File: config.mk
export PLATFORM = sky130hd
export DESIGN_NAME = pipeline_hazard_ctrl
export DESIGN_NICKNAME = d
export VERILOG_FILES = /design/src/rtl/pipeline_hazard_ctrl.sv
export SDC_FILE = /design/constraint.sdc
export NUM_CORES = 1
export LEC_CHECK = 0
export ABC_AREA = 0
export BUFFER_PORTS_ARGS = -buffer_cell sky130_fd_sc_hd__clkbuf_2
export CAP_MARGIN = 10
export CELL_PAD_IN_SITES_DETAIL_PLACEMENT = 2
export CELL_PAD_IN_SITES_GLOBAL_PLACEMENT = 2
export CORE_MARGIN = 2
export CORE_UTILIZATION = 35
export DETAILED_ROUTE_END_ITERATION = 7
export MAX_ROUTING_LAYER = met4
export PLACE_DENSITY_LB_ADDON = 0.3
export SKIP_CTS_REPAIR_TIMING = 1
export SLEW_MARGIN = 20
export SYNTH_ARGS = -nofsm -noshare
export SYNTH_HDL_FRONTEND = slang
export SYNTH_SLANG_ARGS = --single-unit
File: constraint.sdc
create_clock -name cpu_clk -period 3.86 [get_ports cpu_clk]
set_clock_uncertainty 0.15 [all_clocks]
set_input_delay 0.579 -clock cpu_clk [delete_from_list [all_inputs] [get_ports cpu_clk]]
set_output_delay 0.579 -clock cpu_clk [all_outputs]
set_load 0.03 [all_outputs]
File: src/rtl/pipeline_hazard_ctrl.sv
// Stall/flush controller for the five-stage pipeline: load-use hazards, EX redirects,
// multi-cycle data-memory waits with timeout, and saturating performance counters.
module pipeline_hazard_ctrl #(
  parameter int unsigned REGISTER_ADDR_WIDTH = 5,
  parameter int unsigned MAX_WAIT            = 16,
  parameter int unsigned WAIT_CNT_WIDTH      = 8,
  parameter int unsigned PERF_WIDTH          = 32
) (
  input  logic                           cpu_clk,
  input  logic                           cpu_rst_n,
  input  logic [REGISTER_ADDR_WIDTH-1:0] rs1_ID_i,
  input  logic [REGISTER_ADDR_WIDTH-1:0] rs2_ID_i,
  input  logic                           rs1_used_ID_i,
  input  logic                           rs2_used_ID_i,
  input  logic [REGISTER_ADDR_WIDTH-1:0] rd_EX_i,
  input  logic                           mem_read_EX_i,
  input  logic                           pc_redirect_EX_i,
  input  logic                           dmem_access_MEM_i,
  input  logic                           dmem_ready_i,
  output logic                           dmem_req_o,
  output logic                           stall_PC_o,
  output logic                           stall_IF_ID_o,
  output logic                           stall_ID_EX_o,
  output logic                           stall_EX_MEM_o,
  output logic                           flush_IF_ID_o,
  output logic                           flush_ID_EX_o,
  output logic                           bubble_MEM_WB_o,
  output logic                           mem_timeout_o,
  output logic [1:0]                     state_o,
  output logic [PERF_WIDTH-1:0]          stall_cycles_o,
  output logic [PERF_WIDTH-1:0]          flush_count_o
);

  typedef enum logic [1:0] {
    ST_RUN      = 2'b00,
    ST_MEM_WAIT = 2'b01,
    ST_ERROR    = 2'b10
  } state_e;

  localparam logic [WAIT_CNT_WIDTH-1:0] WAIT_LAST = WAIT_CNT_WIDTH'(MAX_WAIT - 1);
  localparam logic [WAIT_CNT_WIDTH-1:0] WAIT_ONE  = WAIT_CNT_WIDTH'(1);
  localparam logic [PERF_WIDTH-1:0]     PERF_MAX  = '1;
  localparam logic [PERF_WIDTH-1:0]     PERF_ONE  = PERF_WIDTH'(1);

  state_e                    state_q, state_d;
  logic [WAIT_CNT_WIDTH-1:0] wait_cnt_q, wait_cnt_d;
  logic [PERF_WIDTH-1:0]     stall_cnt_q, stall_cnt_d;
  logic [PERF_WIDTH-1:0]     flush_cnt_q, flush_cnt_d;

  logic in_error;
  logic mem_stall;
  logic rs1_match;
  logic rs2_match;
  logic lu_hazard;
  logic redirect_taken;

  assign in_error  = (state_q == ST_ERROR);
  assign mem_stall = dmem_access_MEM_i & ~dmem_ready_i & ~in_error;
  assign rs1_match = rs1_used_ID_i & (rs1_ID_i == rd_EX_i);
  assign rs2_match = rs2_used_ID_i & (rs2_ID_i == rd_EX_i);
  assign lu_hazard = mem_read_EX_i & (rd_EX_i != '0) & (rs1_match | rs2_match);

  // Next state and wait counter
  always_comb begin
    state_d    = state_q;
    wait_cnt_d = wait_cnt_q;
    unique case (state_q)
      ST_RUN: begin
        if (mem_stall) begin
          state_d    = ST_MEM_WAIT;
          wait_cnt_d = WAIT_ONE;
        end
      end
      ST_MEM_WAIT: begin
        if (!dmem_access_MEM_i || dmem_ready_i) begin
          state_d    = ST_RUN;
          wait_cnt_d = '0;
        end else if (wait_cnt_q == WAIT_LAST) begin
          state_d = ST_ERROR;
        end else begin
          wait_cnt_d = wait_cnt_q + WAIT_ONE;
        end
      end
      ST_ERROR: begin
        state_d = ST_ERROR;
      end
      default: begin
        state_d    = ST_RUN;
        wait_cnt_d = '0;
      end
    endcase
  end

  // Prioritised pipeline controls; everything is held low while reset is asserted
  always_comb begin
    dmem_req_o      = 1'b0;
    stall_PC_o      = 1'b0;
    stall_IF_ID_o   = 1'b0;
    stall_ID_EX_o   = 1'b0;
    stall_EX_MEM_o  = 1'b0;
    flush_IF_ID_o   = 1'b0;
    flush_ID_EX_o   = 1'b0;
    bubble_MEM_WB_o = 1'b0;
    mem_timeout_o   = 1'b0;
    redirect_taken  = 1'b0;
    if (cpu_rst_n) begin
      dmem_req_o = dmem_access_MEM_i & ~in_error;
      if (in_error) begin
        stall_PC_o      = 1'b1;
        stall_IF_ID_o   = 1'b1;
        stall_ID_EX_o   = 1'b1;
        stall_EX_MEM_o  = 1'b1;
        bubble_MEM_WB_o = 1'b1;
        mem_timeout_o   = 1'b1;
      end else if (mem_stall) begin
        stall_PC_o      = 1'b1;
        stall_IF_ID_o   = 1'b1;
        stall_ID_EX_o   = 1'b1;
        stall_EX_MEM_o  = 1'b1;
        bubble_MEM_WB_o = 1'b1;
      end else if (pc_redirect_EX_i) begin
        // The ID instruction is squashed, so any load-use stall is moot
        flush_IF_ID_o  = 1'b1;
        flush_ID_EX_o  = 1'b1;
        redirect_taken = 1'b1;
      end else if (lu_hazard) begin
        stall_PC_o    = 1'b1;
        stall_IF_ID_o = 1'b1;
        flush_ID_EX_o = 1'b1;
      end
    end
  end

  // Saturating performance counters
  always_comb begin
    stall_cnt_d = stall_cnt_q;
    flush_cnt_d = flush_cnt_q;
    if (stall_PC_o && !in_error && (stall_cnt_q != PERF_MAX)) begin
      stall_cnt_d = stall_cnt_q + PERF_ONE;
    end
    if (redirect_taken && (flush_cnt_q != PERF_MAX)) begin
      flush_cnt_d = flush_cnt_q + PERF_ONE;
    end
  end

  always_ff @(posedge cpu_clk or negedge cpu_rst_n) begin
    if (!cpu_rst_n) begin
      state_q     <= ST_RUN;
      wait_cnt_q  <= '0;
      stall_cnt_q <= '0;
      flush_cnt_q <= '0;
    end else begin
      state_q     <= state_d;
      wait_cnt_q  <= wait_cnt_d;
      stall_cnt_q <= stall_cnt_d;
      flush_cnt_q <= flush_cnt_d;
    end
  end

  assign state_o        = state_q;
  assign stall_cycles_o = stall_cnt_q;
  assign flush_count_o  = flush_cnt_q;

endmodule

After elaboration in Yosys (flattened, before gate mapping). Index checks and enable logic that the tools add are counted.

Word-level logic and storage cells: 64. Bits in registers: 74. Output and inout port bits: 75.

Eq/ne operators: 10. Add/sub/neg operators: 3. Bitwise gates (word level): 10. Multiplexer cells: 27. Reduce and logical (&&, ||, !) cells: 10.

Operators with widths (number): adder 32 x 1 -> 32 bit, second input constant (2); inequality test 32 bit, second input constant (2); two-way mux 8 bit (3); one-hot mux 8 bit (3 select lines) (1); two-way mux 1 bit (19); == test 5 bit (2); adder 8 x 1 -> 8 bit, second input constant (1); == test 8 x 4 -> 1 bit, second input constant (1); AND 1 bit (7); two-way mux 2 bit (3); inequality test 3 bit, second input constant (2); one-hot mux 2 bit (3 select lines) (1); nonzero test 5 bit (1); logical AND 1 bit (3); AND reduction 3 bit (1); == test 2 x 1 -> 1 bit, second input constant (1); == test 2 bit, second input constant (1); logical NOT 1 bit (2); logical NOT 2 bit (1); inequality test 2 bit, second input constant (1); inverter 1 bit (2); AND reduction 2 bit (1); logical OR 1 bit (1); OR 1 bit (1).

Depth between registers and ports, before layout. Gate-level depths: netlist of run 1.

Depth after elaboration: 11. Mapped depth: 9.

Worst setup path after synthesis of run 1. Ideal clock, no wire load.

Path type: reg-to-reg. Start: reg stall_cnt_q[0], in the netlist stall_cycles_o[0]. End: reg stall_cnt_q[1], in the netlist stall_cycles_o[1]. Clock period less this slack: 2814 ps. Required time: 3585 ps. Arrival: 2539 ps. Cell stages (with the launch flop): 9. Path buffers: 1. Setup slack: 1046 ps. Library setup time: 125 ps. Cells stage by stage: dfrtp_1 ha_1 nand3_1 or4_4 or3_4 or2_0 buf_6 nand2_4 mux2_4.

Word-level cells in the longest chain between the ends: 2. Elaborated cells between the ends (all ways): 3. Classes of those cells: add/sub (1); eq/ne (1); reduce/logical (1).

Ends and longest elaborated chain: from (decl) (RTL line 47) `logic [PERF_WIDTH-1:0] stall_cnt_q, stall_cnt_d;`; from (signal assigned) (RTL line 155) `stall_cnt_q <= stall_cnt_d;`; parallel branches: the longest is 2 deep, another holds adder 32 x 1 -> 32 bit.

Several ways; the timed one is not identified. A chain may end at the register's enable or synchronous reset.

Worst setup path in the final report of run 1. Ends and elaborated chain as after synthesis.

==> impl_metrics.tcl, run 1 <==
set metrics [dict create \
    num_vias 3297 \
    ios 98 \
    maxSlewViolCount 0 \
    synth-async-reset-ratio 1.00 \
    synth_most_common_cell "dfrtp_1" \
    r2r-end "stall_cycles_o[1]$_DFFE_PN0P_" \
    synthTopCellsByCount "74 x dfrtp_1, 61 x xnor2_1, 32 x nand3_1" \
    hold_ws_ns 0.328 \
    cts_buffers 9 \
    status "finished, final reports clean" \
    wl_mm 10.9 \
    maxCapViolCount 0 \
    min_path_cells 1 \
    grtUsageTotal 0.205 \
    die_h_um 108 \
    coreArea_um2 10700 \
    first_pass_iters 5 \
    synth.distinct_cells 40 \
    rrSetupSlack_ns 0.88 \
    yosys_warnings 0 \
    seqCellArea_um2 1850 \
    grt_pass1_wl_mm 18.4 \
    rows 38 \
    finalCriticalPeriod_ns 2.98 \
    grt_overflow 0 \
    r2r_cells 7 \
    syn_nets 408 \
    h-tree-depth 3 \
    end_kind "register" \
    final_net_count 511 \
    start_util 0.355 \
    netlist.area_leader.share 0.486 \
    period_share 0.773 \
    root_buffer "clkbuf_8" \
    yosysSeqAreaShare 0.486 \
    crit_required_ns 3.95 \
    dieArea_um2 11700 \
    antenna_found_initial 0 \
    whs_endpoint "wait_cnt_q[7]$_DFFE_PN0P_" \
    portBuffers 97 \
    leakage_uw 0.00223 \
    syn_avg_cell_area_um2 9.98 \
    synth_seq_cells 74 \
    multiInputGateArea_um2 1860 \
    syn-instance-count 382 \
    ir_drop_mv 0.188 \
    synth_top_flop_cell "dfrtp_1" \
    clk_latency_ns 0.35 \
    wl_per_cell_um 17.3 \
    diodes 0 \
    hpwl_mm 7.88 \
    die_x_um 108 \
    first_iter_violations 107 \
    crit_fanout 10 \
    drive_above_1_share 0.262 \
    rsz0062_at_grt "false" \
    n_fill_cell 1210 \
    syn_area_um2 3810 \
    max_freq_mhz 335 \
    clockBufferDepth 2 \
    slew-limit-headroom 0.417 \
    tightest_slew_ns 0.865 \
    p_per_area_nw_per_um2 417 \
    hold_class "reg2reg" \
    crit_path_start_kind "register" \
    via_per_inst 5.24 \
    finalSetupViolCount 0 \
    grt_pass1_vias 3525 \
    arrival_ns 3.07 \
    gp_congestion 0.782 \
    synth-edff-count 0 \
    cts_tree "built" \
    worstSetupPathType "reg2reg" \
    area_growth_pct 23.4 \
    hold_path.startpoint "wait_cnt_q[7]$_DFFE_PN0P_" \
    synth_area_leaders "dfrtp_1 49%, xnor2_1 14%, nand4_1 4.8%" \
    grt_max_degree 56 \
    hold_viol_final 0 \
    drc 0 \
    r2r-start "stall_cycles_o[0]$_DFFE_PN0P_" \
    synth_top_area_cell "dfrtp_1" \
    cts_sinks 74 \
    path_clk_slew_ns 0.08 \
    setup_tns_ns 0 \
    ant_nets 0 \
]
critical path, stage by stage, from the launching register on:
cell and delay (ns):
dfrtp_1 0.42, ha_1 0.19, nand3_1 0.16, or4_4 0.61, or3_4 0.37, or2_0 0.46, nand2_4 0.19, mux2_4 0.31
how the worst max path moves through the flow:
stage,start,endpoint,depth (start not counted)
5_1_grt,stall_cycles_o[1]$_DFFE_PN0P_,stall_cycles_o[1]$_DFFE_PN0P_,7
4_1_cts,stall_cycles_o[0]$_DFFE_PN0P_,stall_cycles_o[1]$_DFFE_PN0P_,7
3_5_place_dp,stall_cycles_o[0]$_DFFE_PN0P_,stall_cycles_o[1]$_DFFE_PN0P_,7
3_3_place_gp,stall_cycles_o[0]$_DFFE_PN0P_,stall_cycles_o[1]$_DFFE_PN0P_,7
2_1_floorplan,stall_cycles_o[0]$_DFFE_PN0P_,stall_cycles_o[1]$_DFFE_PN0P_,8
6_report,stall_cycles_o[0]$_DFFE_PN0P_,stall_cycles_o[1]$_DFFE_PN0P_,7
cell families (layout without fill, tap and decap cells):
kind of cell	Yosys count	count (layout)	synth area share
multiplexers	3	3	0.00952
adder cells (fa/ha/maj)	3	3	0.00985
AND/OR/NAND/NOR	179	179	0.260
flip-flops	74	74	0.486
AO/OA/AOI/OAI	28	28	0.0420
buffers and inverters	23	130	0.0279
XOR/XNOR	72	72	0.165
cell type report:
class / count / area share
Multi-Input combinational cell: 285 / 0.395
Sequential cell: 74 / 0.394
Clock inverter: 5 / 0.0218
Tap cell: 140 / 0.0372
Inverter: 13 / 0.0104
Clock buffer: 10 / 0.0293
Timing Repair Buffer: 102 / 0.112
power breakdown:
part / internal (µW) / switching (µW)
sequential: 823 / 67.6
clock: 443 / 308
combinational: 113 / 208
stage by stage:
step                power [µW]  cell area, µm²  cells  setup slack, ns   util
finish                    1960            4700    629            0.877  0.438
global route              2060            4700    629            0.733  0.438
CTS                       1990            4690    628            0.848  0.437
detailed placement        1230            4450    613            0.861  0.415
global placement          1210            4450    613            0.953  0.415
floorplan                 1100            3810    382             1.05      -
layout by cell type (no fill, tap or decap), types with 3 or more instances in the layout:
master     netlist  layout
clkbuf_8         0      10
bufinv_16        0       3
nor3b_1          3       3
nand2b_1         4       4
and4_1           6       6
nand2_1         31      31
buf_4            3       5
xnor2_1         61      61
xor2_1          11      11
inv_1           13      13
nor2_1          23      23
clkbuf_2         0      96
nor3_1          15      15
and3_1          17      17
o21ai_0         13      13
ha_1             3       3
a21oi_1          6       6
dfrtp_1         74      74
or2_2            4       4
nand4_1         29      29
nand3_1         32      32
or4_1            3       3
state kept, by name, indices dropped and copies added (netlist names):
signal / count
wait_cnt_q: 8
flush_count_o: 32
state_o: 2
stall_cycles_o: 32
layer usage:
layer  wire, µm  up-vias  GRT usage
li1           -     1549          -
met1       4820     1676      0.258
met2       5460       59      0.338
met3        448       13     0.0356
met4        155        0     0.0641
met5          0        -          -
Power figures use the tool's default switching activity.
==> run 2: changes to the inputs <==
--- a/config.mk
+++ b/config.mk
@@ -11,7 +11,7 @@
 export CELL_PAD_IN_SITES_DETAIL_PLACEMENT = 2
 export CELL_PAD_IN_SITES_GLOBAL_PLACEMENT = 2
 export CORE_MARGIN = 2
-export CORE_UTILIZATION = 35
+export CORE_UTILIZATION = 32
 export DETAILED_ROUTE_END_ITERATION = 7
 export MAX_ROUTING_LAYER = met4
 export PLACE_DENSITY_LB_ADDON = 0.3
==> constraint.sdc (replaced) <==
create_clock -name cpu_clk -period 2.9 [get_ports cpu_clk]
set_clock_uncertainty 0.15 [all_clocks]
set_input_delay 0.435 -clock cpu_clk [delete_from_list [all_inputs] [get_ports cpu_clk]]
set_output_delay 0.435 -clock cpu_clk [all_outputs]
set_load 0.03 [all_outputs]
==> run 2 against run 1 <==
Net effect:
- the run now ends with design-rule violations left
- non-clock buffer count increased by 3
- global-route usage decreased by 1.1 points
- critical path type unchanged
- die area increased by 9.0%
==> impl_metrics.tcl, run 2 (synthesis results as in run 1) <==
set metrics [dict create \
    status "finished, violations left" \
    violations "design-rule violations" \
    clk_latency_ns 0.34 \
    slew-limit-headroom 0.355 \
    die_h_um 113 \
    finalCriticalPeriod_ns 2.73 \
    grt_max_degree 75 \
    end_kind "register" \
    period_share 0.941 \
    drc 6 \
    wl_mm 11.0 \
    die_x_um 113 \
    r2r-start "stall_cycles_o[1]$_DFFE_PN0P_" \
    h-tree-depth 3 \
    finalSetupViolCount 0 \
    crit_path_start_kind "register" \
    antenna_found_initial 0 \
    clockBufferDepth 2 \
    rsz0062_at_grt "false" \
    gp_congestion 0.739 \
    final_cell_mix "96 x clkbuf_2, 73 x dfrtp_1, 61 x xnor2_1" \
    crit_required_ns 3.00 \
    hpwl_mm 8.13 \
    crit_fanout 9 \
    via_per_inst 5.15 \
    path_clk_slew_ns 0.06 \
    cts_buffers 9 \
    grt_pass1_vias 3564 \
    max_freq_mhz 367 \
    startpoint "stall_cycles_o[1]$_DFFE_PN0P_" \
    cts_sinks 74 \
    root_buffer "clkbuf_16" \
    total_power_uw 2900 \
    post-route-util 0.419 \
    coreArea_um2 11500 \
    grt_overflow 0 \
    diodes 0 \
    worst_slack_ns 0.172 \
    arrival_ns 2.83 \
    maxCapViolCount 0 \
    grt_pass1_wl_mm 19.1 \
    rows 39 \
    p_per_area_nw_per_um2 601 \
    maxSlewViolCount 0 \
    stdcell_count 636 \
    place_ws_ns 0.163 \
    setup_tns_ns 0 \
    worstSetupPathType "reg2reg" \
    grtUsageTotal 0.194 \
    dieArea_um2 12800 \
    ant_nets 0 \
    ios 98 \
    hold_viol_final 0 \
    tightest_slew_ns 0.968 \
    area_growth_pct 26.5 \
    leakage_uw 0.00229 \
    wl_per_cell_um 17.4 \
    num_vias 3274 \
    cts_tree "built" \
    hold_class "in2async" \
    start_util 0.331 \
    final_net_count 514 \
    first_iter_violations 172 \
    final_common_cell "clkbuf_2" \
    first_pass_iters 6 \
    ir_drop_mv 0.408 \
    drive_above_1_share 0.270 \
    portBuffers 97 \
    dp.cells 620 \
]
==> run 2: cell count changes in the layout (fill, tap and decap cells not counted), sizes merged <==
cell         previous run  this run
buf                     5         9
dlygate4sd3             1         0
clkinvlp                1         0
clkinv                  1         3
==> run 2: cell type report <==
cell class	instances	area, µm²
fill	1263	6690
multi-input combinational	285	1860
clock buffer	10	229
sequential	74	1850
tap	143	179
clock inverter	6	105
inverter	13	48.8
timing repair buffer	105	548
==> run 2: worst paths after layout <==
path | end | slack [ns] | depth (start not counted)
min in group cpu_clk | wait_cnt_q[7]$_DFFE_PN0P_ | 0.33 | 1
max in group asynchronous | stall_cycles_o[0]$_DFFE_PN0P_ | 1.68 | 2
max reg2reg | stall_cycles_o[17]$_DFFE_PN0P_ | 0.17 | 8
max | stall_cycles_o[17]$_DFFE_PN0P_ | 0.17 | 8
min | flush_count_o[5]$_DFFE_PN0P_ | 0.24 | 2
min reg2reg | wait_cnt_q[7]$_DFFE_PN0P_ | 0.33 | 1
==> run 2: layer usage <==
metal / wire [µm] / vias to the layer above / share of wire / global-route usage
li1: - / 1552 / - / -
met1: 4800 / 1642 / 0.43 / 0.242
met5: 0 / - / 0 / -
met3: 519 / 9 / 0.047 / 0.0584
met4: 99 / 0 / 0.0090 / 0.0390
met2: 5620 / 71 / 0.51 / 0.317
==> run 2: critical path, stage by stage (launching register included) <==
cell      delay [ns]
dfrtp_1         0.42
ha_1            0.20
nand3_1         0.14
or4_4           0.60
or3_4           0.36
or2_0           0.30
buf_4           0.22
nand4b_1        0.11
xnor2_1         0.14
==> run 2: stage by stage <==
step                      hold slack (ns)  instance area, µm²
after floorplan                   -0.0106                3810
after detailed placement            0.318                4490
after global routing                0.335                4820
after CTS                           0.281                4820
after global placement              0.312                4490
final                               0.242                4820
==> run 2: power by group <==
part	switching, µW	leakage, µW	total, µW	internal (µW)
logic	278	0.00112	429	151
registers	96.4	0.00100	1200	1100
clock network	439	0.000166	1280	836
